==> config.mk <==
export PLATFORM = sky130hd
export DESIGN_NAME = jtframe_pll_rstcen
export DESIGN_NICKNAME = d
export VERILOG_FILES = /design/src/rtl/jtframe_rstcen_pkg.sv /design/src/rtl/jtframe_frac_cen_acc.sv /design/src/rtl/jtframe_pll_rstcen.sv
export SDC_FILE = /design/constraint.sdc
export NUM_CORES = 1
export LEC_CHECK = 0
export BUFFER_PORTS_ARGS = -buffer_cell sky130_fd_sc_hd__buf_2
export CORE_ASPECT_RATIO = 0.7
export CORE_UTILIZATION = 50
export CTS_BUF_LIST = sky130_fd_sc_hd__clkbuf_4 sky130_fd_sc_hd__clkbuf_8
export CTS_CLUSTER_DIAMETER = 80
export DETAILED_ROUTE_END_ITERATION = 10
export PLACE_DENSITY_LB_ADDON = 0.08
export SLEW_MARGIN = 20
export SYNTH_ARGS = -nofsm -noshare
export SYNTH_HDL_FRONTEND = slang
export SYNTH_SLANG_ARGS = --single-unit
==> constraint.sdc <==
create_clock -name clk -period 5 [get_ports clk]
set_clock_uncertainty 0.2 [all_clocks]
set_input_delay 1 -clock clk [delete_from_list [all_inputs] [get_ports clk]]
set_output_delay 1 -clock clk [all_outputs]
set_load 0.03 [all_outputs]
==> src/rtl/jtframe_rstcen_pkg.sv <==
`default_nettype none
// ============================================================================
// Module      : jtframe_rstcen_pkg
// Description : Shared state encoding and sizing helper for the PLL reset/cen
//               sequencer.
// Revision    : 1.0 - initial release
// ============================================================================
package jtframe_rstcen_pkg;

    typedef logic [1:0] rstcen_state_t;

    localparam rstcen_state_t ST_WAIT_LOCK = 2'd0;
    localparam rstcen_state_t ST_STABLE    = 2'd1;
    localparam rstcen_state_t ST_HOLD      = 2'd2;
    localparam rstcen_state_t ST_RUN       = 2'd3;

    // Width able to hold the larger of the two terminal counts minus one.
    function automatic int cnt_width(input int lock_cycles, input int hold_cycles);
        int m;
        m = (lock_cycles > hold_cycles) ? lock_cycles : hold_cycles;
        return (m <= 2) ? 1 : $clog2(m);
    endfunction

endpackage
`default_nettype wire

==> src/rtl/jtframe_frac_cen_acc.sv <==
`default_nettype none
// ============================================================================
// Module      : jtframe_frac_cen_acc
// Description : Fractional clock enable (average rate num/den) with a
//               half-rate companion pulse on every second enable.
// Revision    : 1.0 - initial release
// ============================================================================
module jtframe_frac_cen_acc #(
    parameter int CENW = 10
) (
    input  logic            clk,
    input  logic            rst,
    input  logic            en,
    input  logic [CENW-1:0] num,
    input  logic [CENW-1:0] den,
    output logic            cen,
    output logic            cen2
);

    logic [CENW:0] r_acc;
    logic          r_tog;
    logic [CENW:0] w_sum;
    logic [CENW:0] w_diff;

    // acc stays below 2**CENW, so sum fits in CENW+1 bits
    always_comb begin
        w_sum  = r_acc + {1'b0, num};
        w_diff = w_sum - {1'b0, den};
    end

    always_ff @(posedge clk) begin
        if (rst || !en) begin
            r_acc <= '0;
            r_tog <= 1'b0;
            cen   <= 1'b0;
            cen2  <= 1'b0;
        end else if (den == '0) begin
            cen   <= 1'b0;
            cen2  <= 1'b0;
        end else if (num >= den) begin
            r_acc <= '0;
            cen   <= 1'b1;
            cen2  <= r_tog;
            r_tog <= ~r_tog;
        end else if (w_sum >= {1'b0, den}) begin
            r_acc <= w_diff;
            cen   <= 1'b1;
            cen2  <= r_tog;
            r_tog <= ~r_tog;
        end else begin
            r_acc <= w_sum;
            cen   <= 1'b0;
            cen2  <= 1'b0;
        end
    end

endmodule
`default_nettype wire

==> src/rtl/jtframe_pll_rstcen.sv <==
`default_nettype none
// ============================================================================
// Module      : jtframe_pll_rstcen
// Description : Debounces the PLL lock flag, sequences the system reset and
//               drives the fractional clock enables for core logic.
// Revision    : 1.0 - initial release
// ============================================================================
module jtframe_pll_rstcen
    import jtframe_rstcen_pkg::*;
#(
    parameter int SYNC_STAGES = 2,
    parameter int LOCK_CYCLES = 1024,
    parameter int HOLD_CYCLES = 256,
    parameter int CENW        = 10
) (
    input  logic            clk,
    input  logic            rst,
    input  logic            pll_locked,
    input  logic [CENW-1:0] num,
    input  logic [CENW-1:0] den,
    output logic            rst_sys,
    output logic            rst_sys_n,
    output logic            cen,
    output logic            cen2,
    output logic            lock_ok
);

    localparam int          CW          = cnt_width(LOCK_CYCLES, HOLD_CYCLES);
    localparam logic [CW-1:0] C_LOCK_LAST = CW'(LOCK_CYCLES - 1);
    localparam logic [CW-1:0] C_HOLD_LAST = CW'(HOLD_CYCLES - 1);

    logic [SYNC_STAGES-1:0] r_sync;
    rstcen_state_t          r_state;
    logic [CW-1:0]          r_cnt;
    logic                   w_lk_s;
    logic                   w_active;

    always_ff @(posedge clk) begin
        if (rst) r_sync <= '0;
        else     r_sync <= {r_sync[SYNC_STAGES-2:0], pll_locked};
    end

    assign w_lk_s   = r_sync[SYNC_STAGES-1];
    assign w_active = (r_state == ST_HOLD) || (r_state == ST_RUN);

    // Any low lk_s sends the sequence back to the start of the lock count.
    always_ff @(posedge clk) begin
        if (rst) begin
            r_state <= ST_WAIT_LOCK;
            r_cnt   <= '0;
        end else begin
            case (r_state)
                ST_WAIT_LOCK: begin
                    r_cnt <= '0;
                    if (w_lk_s) r_state <= ST_STABLE;
                end
                ST_STABLE: begin
                    if (!w_lk_s) begin
                        r_state <= ST_WAIT_LOCK;
                        r_cnt   <= '0;
                    end else if (r_cnt == C_LOCK_LAST) begin
                        r_state <= ST_HOLD;
                        r_cnt   <= '0;
                    end else begin
                        r_cnt   <= r_cnt + 1'b1;
                    end
                end
                ST_HOLD: begin
                    if (!w_lk_s) begin
                        r_state <= ST_WAIT_LOCK;
                        r_cnt   <= '0;
                    end else if (r_cnt == C_HOLD_LAST) begin
                        r_state <= ST_RUN;
                        r_cnt   <= '0;
                    end else begin
                        r_cnt   <= r_cnt + 1'b1;
                    end
                end
                ST_RUN: begin
                    r_cnt <= '0;
                    if (!w_lk_s) r_state <= ST_WAIT_LOCK;
                end
                default: begin
                    r_state <= ST_WAIT_LOCK;
                    r_cnt   <= '0;
                end
            endcase
        end
    end

    // Outputs follow the state register by one cycle, aligned with cen.
    always_ff @(posedge clk) begin
        if (rst) begin
            rst_sys   <= 1'b1;
            rst_sys_n <= 1'b0;
            lock_ok   <= 1'b0;
        end else begin
            rst_sys   <= (r_state != ST_RUN);
            rst_sys_n <= (r_state == ST_RUN);
            lock_ok   <= w_active;
        end
    end

    jtframe_frac_cen_acc #(
        .CENW (CENW)
    ) u_cen (
        .clk  (clk),
        .rst  (rst),
        .en   (w_active),
        .num  (num),
        .den  (den),
        .cen  (cen),
        .cen2 (cen2)
    );

endmodule
`default_nettype wire

==> summary by stage, run 1 <==
Route
The number of nets with antenna violations after detailed routing is 0. The number of vias in the routed layout is 2275. Dividing the detail-routed via count by the number of cells gives 5.80. In the routed design, unresolved DRC markers number 0. The pre-antenna-repair detailed-routing pass consisted of 4 iterations. The first routing iteration left 141 violations. The detail-routed net length per standard cell is 15.4 um.

Wires add up to 6040 um.

Setup path
In this design, the stage delay of the slowest critical-path cell is 0.40 ns. Walking the worst path, the cells encountered are buf_2 > ha_1 > fa_1 > a21o_1 > a221oi_1 > o21ai_0 > xor2_1 > ha_1 > a21oi_1 > o21ai_0 > a21oi_1 > a21boi_4 > and2_1 > o311ai_1. The data arrival at the endpoint of the critical path is 4.34 ns. The worst register-to-register path begins at u_cen.r_acc[0].

Of all nets on the critical path, the largest fanout is 9. The number of cells traversed by the worst register-to-register path is 13. The number of gates on the worst path with buffers counted is 14. The path type of the worst setup path is in -> reg.

The data required time at the worst endpoint is 4.95 ns. The capturing element type of the critical path is a flip-flop. The startpoint kind of the worst setup timing path is a primary input.

The standard cell with the maximum stage delay on the critical path is sky130_fd_sc_hd__fa_1. The endpoint of the worst register-to-register path is u_cen.r_acc[3]. The cell family contributing the most delay on the critical path is compound AO/OA/AOI/OAI gates. Together, buffers and inverters on the worst path number 1. Across all register-to-register paths, the minimum setup slack is 1.11 ns.

Global route
The global-route total usage across every layer is 24.3%. The number of global-route vias before repair is 1931. The total global routing overflow is 0. Entering global routing, the biggest net connects 18 pins.

The initial antenna violation count came to 0. The first-pass GRT wire length is 9560 um.

Timing
The number of hold-slack violations in the final timing report is 0. The number of pins exceeding their max-slew limit in the final report is 0. The ratio of final minimum period to clock period is 87.7%. The maximum frequency from static timing analysis is 228 MHz. For the pin with the worst max-slew slack, the measured transition is 0.743 ns. The worst path needs 4.38 ns of the cycle, external delays included. The final-layout worst hold slack is 0.252 ns.

Setup repair after global routing left no endpoint under its margin. The total negative slack for setup checks is 0 ns. Setup violations remaining at the end of the flow were counted as 0.

The worst relative slew slack is 50.4%.

Floorplan
The floorplan step defined a die boundary enclosing 0.00533 sq mm. The starting utilization of the core area is 52.4%. The die outline width is 86.9 um. The placement row count is 21. 28 I/O pins were placed.

The die height is 61.4 um. The standard cell core area is 0.00481 sq mm.

Yosys
In the synthesized netlist the dominant register cell turns out to be sky130_fd_sc_hd__dfxtp_1. In the synthesized netlist the async set-or-reset flop fraction comes to 0%. The cell type contributing the most total cell area after synthesis is sky130_fd_sc_hd__dfxtp_1. The net count of the mapped netlist is 350. Counting flops and latches in the post-synthesis netlist gives 31. The fraction of the yosys area taken by sequential cells is 24.6%. The commonest cells after synthesis are sky130_fd_sc_hd__dfxtp_1, sky130_fd_sc_hd__ha_1, sky130_fd_sc_hd__nand2_1. The number of flops mapped to enable cells by yosys is 0. Ranked by total cell area, the synthesized netlist is headed by sky130_fd_sc_hd__dfxtp_1, sky130_fd_sc_hd__ha_1, sky130_fd_sc_hd__xnor2_1, sky130_fd_sc_hd__nand2_1, sky130_fd_sc_hd__nand4_1. The count of synthesis-stage warnings from yosys is 0. The number of different library cells in the post-synthesis netlist is 58. The combined area of all synthesized cells is 0.00252 sq mm. After synthesis, the largest area contributor takes up 24.6% of total cell area. A synthesized cell averages 8.57 sq um. The instance count of the mapped netlist is 294.

Power
For this design the ratio of total power to cell area is 227 mW/mm^2. Summed over all cells, the static leakage comes to 1.24 nW. VDD sags by at most 0.117 mV.

Clocking
The number of sinks handled by clock tree synthesis is 31. Clock-pin slew was measured on the worst setup and hold paths at 0.07 ns. Buffers added to address setup during post-CTS repair amount to 0. The clock passes through at most 2 buffers. The number of gates given a new drive strength after cts is 0. The depth of the CTS H-tree is 2. The later-pin clock latency in the skew report is 0.29 ns. The number of clock buffers inserted by TritonCTS is 5.

The number of hold-repair buffers added at the cts stage is 0. The clock tree from TritonCTS is yes. The cell at the root of the clock tree is sky130_fd_sc_hd__clkbuf_8.

Placed design
Buffers placed on the I/O ports in this run total 27. The routability congestion estimate is 0.877. Detailed placement ended at an HPWL of 4900 um.

Layout
The number of antenna diodes in the final layout is 0. Relative to the synthesized area, the layout overhead comes to 11.9%. The net count of the finished layout is 378. Of the cells placed in the final design, the portion with a size suffix greater than 1 is 15.2%.

Job
The tool flagged a number of max-cap violations equal to 0.

Min path
In this run the worst hold path is classified as reg -> reg. The hold path depth is 1. The end point of the worst hold path is r_sync[1]. The startpoint identified for the worst hold timing path is r_sync[0].

Status
The run finished with clean final reports.
-- power breakdown --
group	internal, mW	switching (mW)
clock network	0.161	0.0974
registers	0.248	0.000385
logic	0.0549	0.0799
-- how the worst max path moves through the flow --
stage	from	endpoint	slack, ns
2_1_floorplan	num[0]	u_cen.r_acc[10]	0.84
3_3_place_gp	num[0]	u_cen.r_acc[2]	0.45
3_5_place_dp	num[0]	u_cen.r_acc[3]	0.35
4_1_cts	num[0]	u_cen.r_acc[3]	0.65
5_1_grt	num[0]	u_cen.r_acc[3]	0.40
6_report	num[0]	u_cen.r_acc[3]	0.62
-- cells in the final DEF (no fill, tap or decap), drive strengths merged, types with 4 or more instances in the layout --
cell,instances
nor2b,6
nor3,7
a21oi,16
o21ai,8
xnor2,10
o211ai,4
nor2,20
nand4,13
o21a,5
a21o,7
nand2b,8
clkbuf,6
nand2,22
a31oi,7
dfxtp,31
o311ai,7
buf,28
xor2,9
and2,5
nand3,7
inv,20
ha,31
a211oi,4
-- area by class of cell --
class | count | area, sq um
Inverter | 20 | 75.1
Multi-Input combinational cell | 236 | 1780
Fill cell | 471 | 1990
Timing Repair Buffer | 28 | 143
Clock buffer | 6 | 82.6
Sequential cell | 31 | 621
Tap cell | 69 | 86.3
Clock inverter | 2 | 35.0
-- stage by stage --
| step | power [mW] | setup WS (ns) | std cells | util (%) | cell area [sq um] |
|---|---|---|---|---|---|
| 6_report | 0.642 | 0.616 | 392 | 58.7 | 2820 |
| 5_1_grt | 0.670 | 0.401 | 392 | 58.7 | 2820 |
| 4_1_cts | 0.641 | 0.654 | 392 | 58.7 | 2820 |
| 3_5_place_dp | 0.386 | 0.354 | 384 | 56.2 | 2700 |
| 3_3_place_gp | 0.384 | 0.448 | 384 | 56.2 | 2700 |
| 2_1_floorplan | 0.350 | 0.843 | 294 | - | 2520 |
-- cells by family after synthesis --
| family | synth area share [%] |
|---|---|
| mux | 1.19 |
| buf+inv | 4.82 |
| flops | 24.6 |
| fa+ha+maj | 17.0 |
| compound gates | 24.4 |
| xor+xnor | 6.90 |
| simple gates | 21.1 |
-- sequential cells by signal, indices dropped and copies added, names as in the netlist --
register	count
lock_ok	1
r_cnt	10
r_state	2
r_sync	2
rst_sys	1
rst_sys_n	1
u_cen.cen	1
u_cen.cen2	1
u_cen.r_acc	11
u_cen.r_tog	1
-- per-layer routing --
metal  share of wire (%)  wire [um]  global-route usage, %
met1                  57       3420                   39.3
met2                  35       2110                   31.7
met3                 7.9        476                   5.76
met4                0.60         36                   4.29
met5                   0          0                      0
Power figures use the tool's default switching activity.
==> run 2: changes to the inputs <==
--- a/config.mk
+++ b/config.mk
@@ -6,7 +6,6 @@
 export NUM_CORES = 1
 export LEC_CHECK = 0
 export BUFFER_PORTS_ARGS = -buffer_cell sky130_fd_sc_hd__buf_2
-export CORE_ASPECT_RATIO = 0.7
 export CORE_UTILIZATION = 50
 export CTS_BUF_LIST = sky130_fd_sc_hd__clkbuf_4 sky130_fd_sc_hd__clkbuf_8
 export CTS_CLUSTER_DIAMETER = 80
==> run 2 against run 1 <==
  * Fmax increased by 0.61%
  * Largest power group is now sequential cells
  * Register-to-register slack improved by 0.05 ns
  * Largest cell class unchanged
  * First-iteration DRC count decreased by 35%
  * Critical endpoint is now u_cen.r_acc[2]
==> summary by stage, run 2 (synthesized netlist as in run 1, its figures left out) <==
Timing
Setup repair after global routing left no endpoint under its margin. The final-layout worst hold slack is 0.244 ns (-0.00814 ns). The slew of the pin with the lowest slew margin is 0.662 ns (-0.0806 ns).

The minimum clock period is 4.36 ns (-0.0265 ns). The number of hold-slack violations in the final timing report is 0 (unchanged). The total negative slack for setup checks is 0 ns (unchanged). The maximum frequency from static timing analysis was 229 MHz (+0.61%).

The least setup slack across all paths after layout came to 0.643 ns (+0.0265 ns). The final setup violation count came to 0 (unchanged). The ratio of final minimum period to clock period is 87.1% (-0.53 points). The worst relative slew slack is 55.8% (+5.3 points).

The number of pins exceeding their max-slew limit in the final report is 0 (unchanged).

Min path
The worst hold path startpoint is r_sync[0]. The hold path depth came to 1 (unchanged). The worst hold-check path type is reg -> reg. The end point of the worst hold path is r_sync[1].

Global route
The total global routing overflow came to 0 (unchanged). The global-route total usage across every layer is 22.6% (-1.7 points). The number of global-route vias before repair is 2016 (+4.4%).

The initial antenna violation count is 0 (unchanged). The pin count of the biggest net entering global routing is 18 (unchanged). The first-pass GRT wire length is 9250 um (-3.3%).

Power
The part of the total power dissipated in sequential elements is 43.1% (+4.4 points). The power density normalized to cell area is 206 mW/mm^2 (-9.5%). The leakage power of the design is 1.23 nW (-0.80%). The switching power summed over all nets is 165 uW (-7.2%). The maximum ir drop on the vdd rail is 0.136 mV (+15%). The switching power as a share of total power is 28.7% (+0.96 points). The combinational cell fraction of total power came to 22.6% (+1.6 points).

The cell internal power dissipation was 411 uW (-11%). The part of the total power dissipated in the clock network is 34.3% (-6.0 points).

Layout
The utilization of the core after routing is 58.4% (-0.25 points). The number of flip-flops in the largest register was 11 (unchanged). The multi-input gate area in the final layout is 0.00178 sq mm (unchanged).

In the layout the commonest cells are sky130_fd_sc_hd__ha_1, sky130_fd_sc_hd__dfxtp_1, sky130_fd_sc_hd__buf_2. The share of layout cells above drive strength 1 is 15.2% (unchanged). The fill cell total of the finished layout is 474 (+0.64%). The area growth from synthesis to layout is 10.9%. The number of antenna cells inserted is 0 (unchanged).

The register cell area after layout is 621 sq um (unchanged). The total number of nets in the final design is 379 (+0.26%). The largest registers in the layout are u_cen.r_acc (11), r_cnt (10). u_cen.r_acc holds more flip-flops than any other register.

Setup path
The endpoint identified for the worst register-to-register timing path is u_cen.r_acc[2]. The worst setup path is captured at a flip-flop. The number of cells traversed by the worst register-to-register path was 13 (unchanged). The path type of the worst setup path is in -> reg. The data arrival at the endpoint of the critical path was 4.30 ns (-0.04 ns). The startpoint kind of the worst setup timing path is a primary input. Tracing the worst setup path back leads to its startpoint at num[0].

The worst register-to-register path begins at u_cen.r_acc[0]. The worst setup slack for register-to-register paths is 1.16 ns (+0.05 ns). The maximum fanout count along the critical path was 9 (unchanged). The data required time at the worst endpoint is 4.94 ns (about the same).

Clocking
The number of hold-repair buffers added at the cts stage was 0 (unchanged). The number of clock buffers inserted by TritonCTS came to 5 (unchanged). The clock transition at the registers of the reported paths is 0.06 ns (about the same). The buffer depth of the longest clock path is 2 (unchanged). TritonCTS built the clock tree. The later-pin clock latency in the skew report was 0.27 ns (-0.02 ns). The cell at the root of the clock tree is sky130_fd_sc_hd__clkbuf_8. The number of sinks handled by clock tree synthesis is 31 (unchanged). The depth of the CTS H-tree is 2 (unchanged). The number of buffers inserted by post-CTS setup repair came to 0 (unchanged).

The number of gates given a new drive strength after cts is 0 (unchanged).

Route
The first-pass detailed-route iteration total is 4 (unchanged). The detail-routed net length per standard cell is 14.1 um (-8.2%). The iteration-0 DRC count of the detailed router was 92 (-35%). The number of nets with antenna violations after detailed routing came to 0 (unchanged). The final wirelength is 5520 um (-8.7%). The number of vias in the routed layout is 2200 (-3.3%). The via-per-instance ratio came to 5.64 (-2.8%). The remaining routing DRC violations came to 0 (unchanged).

Status
The run finished with clean final reports.

Placed design
The port buffer count is 27 (unchanged). The half-perimeter wire length after detailed placement is 4440 um (-9.3%). The worst slack after detailed placement is 0.358 ns (+0.00318 ns). The routability congestion estimate is 0.854 (-2.6%).

Floorplan
The placement row count is 25 (+19%). The starting utilization of the core area was 52.7% (+0.25 points). The count of boundary I/O pins is 28 (unchanged). The die outline width is 73.0 um (-16%). The area enclosed by the die boundary is 0.00533 sq mm (about the same). The die height was 73.0 um (+19%). The standard cell core area is 0.00479 sq mm (-0.47%).

Job
The number of maximum-capacitance violations is 0 (unchanged).
[run 2: through the flow]
stage | cell area [sq um] | total power [mW] | instances
final | 2800 | 0.575 | 390
after global routing | 2800 | 0.611 | 390
after CTS | 2800 | 0.583 | 390
after detailed placement | 2710 | 0.383 | 383
after global placement | 2710 | 0.383 | 383
after floorplan | 2520 | 0.350 | 294
[run 2: worst max-delay path by stage]
stage	to	slack (ns)	cells past startpoint
finish	u_cen.r_acc[2]	0.64	14
global route	u_cen.r_acc[8]	0.36	14
CTS	u_cen.r_acc[2]	0.64	14
detailed placement	u_cen.r_acc[2]	0.36	14
global placement	u_cen.r_acc[8]	0.49	14
floorplan	u_cen.r_acc[10]	0.84	13
[run 2: critical path, stage by stage]
cell	delay, ns
sky130_fd_sc_hd__buf_2	0.10
sky130_fd_sc_hd__ha_1	0.21
sky130_fd_sc_hd__fa_1	0.42
sky130_fd_sc_hd__a21o_1	0.21
sky130_fd_sc_hd__a221oi_1	0.36
sky130_fd_sc_hd__o21ai_0	0.18
sky130_fd_sc_hd__xor2_1	0.19
sky130_fd_sc_hd__ha_1	0.35
sky130_fd_sc_hd__a21oi_1	0.20
sky130_fd_sc_hd__o21ai_0	0.11
sky130_fd_sc_hd__a21oi_1	0.16
sky130_fd_sc_hd__a21boi_4	0.29
sky130_fd_sc_hd__and2_1	0.36
sky130_fd_sc_hd__o311ai_1	0.14
[run 2: cell type report]
| type | count | area share, % |
|---|---|---|
| multi-input combinational | 236 | 63.6 |
| timing repair buffer | 29 | 5.37 |
| clock buffer | 6 | 2.95 |
| sequential | 31 | 22.2 |
| tap | 67 | 3.00 |
| inverter | 20 | 2.69 |
| clock inverter | 1 | 0.179 |
[run 2: layer usage]
layer / GRT usage, % / routed length (um) / vias up
met5: 0 / 0 / -
met4: 6.32 / 68 / 0
met3: 4.01 / 208 / 6
met2: 36.2 / 2460 / 47
met1: 31.1 / 2780 / 995
li1: - / - / 1152
[run 2: power groups by stage]
stage,Combinational [mW],Clock (mW),Sequential [mW]
2_1_floorplan,0.0962,0,0.254
3_3_place_gp,0.129,0,0.254
3_5_place_dp,0.130,0,0.254
4_1_cts,0.130,0.204,0.248
5_1_grt,0.146,0.216,0.248
6_report,0.130,0.197,0.248
==> run 3: changes to the inputs <==
--- a/config.mk
+++ b/config.mk
@@ -10,7 +10,8 @@
 export CTS_BUF_LIST = sky130_fd_sc_hd__clkbuf_4 sky130_fd_sc_hd__clkbuf_8
 export CTS_CLUSTER_DIAMETER = 80
 export DETAILED_ROUTE_END_ITERATION = 10
-export PLACE_DENSITY_LB_ADDON = 0.08
+export HOLD_SLACK_MARGIN = 0.03
+export PLACE_DENSITY_LB_ADDON = 0.3
 export SLEW_MARGIN = 20
 export SYNTH_ARGS = -nofsm -noshare
 export SYNTH_HDL_FRONTEND = slang
==> run 3 against run 2 <==
  * First-iteration DRC count rose by 26%
  * Sequential share of layout area fell by 0.18 points
  * Critical endpoint unchanged
  * Largest power group is now clock
  * Global-route usage fell by 0.14 points
  * Final area rose by 0.81%
  * Worst setup slack improved by 0.079 ns
  * Clock power rose by 30%
==> summary by stage, run 3 (synthesized netlist as in run 1, its figures left out) <==
Clocking
The number of gates given a new drive strength after cts is 0 (unchanged). The later-pin clock latency in the skew report is 0.28 ns (about the same). The number of clock buffers inserted by TritonCTS is 5 (unchanged). TritonCTS built the clock tree. The clock transition at the registers of the reported paths is 0.07 ns (about the same). The number of hold-repair buffers added at the cts stage was 0 (unchanged). The number of buffers inserted by post-CTS setup repair is 0 (unchanged). The tree is rooted in a sky130_fd_sc_hd__clkbuf_8.

The buffer depth of the longest clock path came to 2 (unchanged). The depth of the CTS H-tree came to 2 (unchanged). The number of sinks handled by clock tree synthesis was 31 (unchanged).

Global route
The total global routing overflow is 0 (unchanged). The first-pass GRT wire length is 9210 um (-0.44%). The pin count of the biggest net entering global routing is 18 (unchanged). The global-route total usage across every layer came to 22.5% (-0.14 points).

The number of global-route vias before repair came to 2100 (+4.2%). The initial antenna violation count is 0 (unchanged).

Timing
The final setup violation count is 0 (unchanged). The maximum frequency from static timing analysis was 234 MHz (+1.8%). The number of pins exceeding their max-slew limit in the final report is 0 (unchanged).

The least setup slack across all paths after layout is 0.722 ns (+0.0791 ns). The worst relative slew slack was 53.6% (-2.2 points). The slew of the pin with the lowest slew margin came to 0.696 ns (+0.0335 ns). The total negative slack for setup checks is 0 ns (unchanged). The number of hold-slack violations in the final timing report is 0 (unchanged). The minimum clock period is 4.28 ns (-0.0791 ns). Setup repair after global routing left no endpoint under its margin. The ratio of final minimum period to clock period came to 85.6% (-1.6 points).

Layout
The number of antenna cells inserted is 0 (unchanged). The register with the most flip-flops in the final layout is u_cen.r_acc. The largest registers in the layout are u_cen.r_acc (11), r_cnt (10). The final standard cell area without fillers is 0.00282 sq mm (+0.81%).

In the layout the commonest cells are sky130_fd_sc_hd__ha_1, sky130_fd_sc_hd__dfxtp_1, sky130_fd_sc_hd__buf_2. Relative to the synthesized area, the layout overhead comes to 11.8%. The total number of nets in the final design is 378 (-0.26%). The number of flip-flops in the largest register is 11 (unchanged). The share of layout cells above drive strength 1 is 15.2% (unchanged).

Setup path
STA classifies the critical path endpoint as a flip-flop. The path type of the worst setup path is in -> reg. The data required time at the worst endpoint is 4.95 ns (about the same). STA classifies the critical path startpoint as a primary input. The number of cells traversed by the worst register-to-register path is 13 (unchanged). The data arrival at the endpoint of the critical path came to 4.23 ns (-0.07 ns).

The maximum fanout count along the critical path is 8 (-1).

Floorplan
The starting utilization of the core area came to 52.7% (unchanged). The count of boundary I/O pins came to 28 (unchanged). The standard cell core area is 0.00479 sq mm (unchanged). The placement row count was 25 (unchanged).

The die outline width is 73.0 um (unchanged). The die height is 73.0 um (unchanged). The area enclosed by the die boundary was 0.00533 sq mm (unchanged).

Placed design
The half-perimeter wire length after detailed placement is 4450 um (+0.24%). The area after detailed placement is 0.00270 sq mm (-0.28%). The worst slack after detailed placement is 0.455 ns (+0.0979 ns). The port buffer count came to 27 (unchanged). The routability congestion estimate was 0.941 (+10%).

Route
The detail-routed net length per standard cell is 14.1 um (-0.49%). The first-pass detailed-route iteration total is 4 (unchanged). The number of vias in the routed layout was 2242 (+1.9%).

The number of nets with antenna violations after detailed routing is 0 (unchanged). The final wirelength is 5490 um (-0.49%). The remaining routing DRC violations is 0 (unchanged). The iteration-0 DRC count of the detailed router is 116 (+26%).

The via-per-instance ratio is 5.75 (+1.9%).

Power
The total power consumption of the routed design came to 636 uW (+11%). The leakage power of the design is 1.24 nW (+0.81%). The power density normalized to cell area is 226 mW/mm^2 (+9.7%). The maximum ir drop on the vdd rail came to 0.225 mV (+66%).

Job
The number of maximum-capacitance violations is 0 (unchanged).

Status
The flow ran to the end, and the final reports show no timing, DRC or antenna violations.

Min path
The worst hold-check path type is reg -> reg. The hold path depth is 1 (unchanged).
run 3: cell types whose count changed in the layout (fill, tap and decap cells not counted), sizes merged:
cell and delta:
buf -1, bufinv +1
run 3: power by group:
group,switching [mW],internal (mW),total (mW)
logic,0.0766,0.0550,0.132
clock network,0.0953,0.161,0.256
registers,0.000393,0.248,0.248
total,0.172,0.464,0.636
run 3: final cells by class:
cell class / count / area, sq um
fill: 442 / 1970
multi-input combinational: 236 / 1780
sequential: 31 / 621
timing repair buffer: 28 / 143
tap: 67 / 83.8
clock buffer: 6 / 82.6
inverter: 20 / 75.1
clock inverter: 2 / 35.0
run 3: worst paths after layout:
check | startpoint | endpoint | slack (ns)
max | num[0] | u_cen.r_acc[2] | 0.72
min | r_sync[0] | r_sync[1] | 0.25
max reg2reg | u_cen.r_acc[0] | u_cen.r_acc[2] | 1.24
min reg2reg | r_sync[0] | r_sync[1] | 0.25
run 3: layer usage:
metal / part of all wire, % / GRT usage, % / up-vias
met5: 0 / 0 / -
met4: 2.3 / 8.50 / 0
met3: 3.8 / 4.83 / 11
met2: 46 / 37.0 / 51
met1: 48 / 28.6 / 1029
li1: - / - / 1151
run 3: critical path: stages:
cell,delay (ns)
sky130_fd_sc_hd__buf_2,0.10
sky130_fd_sc_hd__ha_1,0.22
sky130_fd_sc_hd__fa_1,0.41
sky130_fd_sc_hd__a21o_1,0.20
sky130_fd_sc_hd__a221oi_1,0.36
sky130_fd_sc_hd__o21ai_0,0.18
sky130_fd_sc_hd__xor2_1,0.24
sky130_fd_sc_hd__ha_1,0.33
sky130_fd_sc_hd__a21oi_1,0.20
sky130_fd_sc_hd__o21ai_0,0.12
sky130_fd_sc_hd__a21oi_1,0.15
sky130_fd_sc_hd__a21boi_4,0.23
sky130_fd_sc_hd__and2_1,0.34
sky130_fd_sc_hd__o311ai_1,0.14
run 3: metrics by stage:
step           hold WS, ns  util (%)  cells
2_1_floorplan        0.214         -    294
5_1_grt              0.280      58.9    390
3_3_place_gp         0.221      56.4    382
3_5_place_dp         0.234      56.4    382
4_1_cts              0.259      58.9    390
6_report             0.253      58.9    390
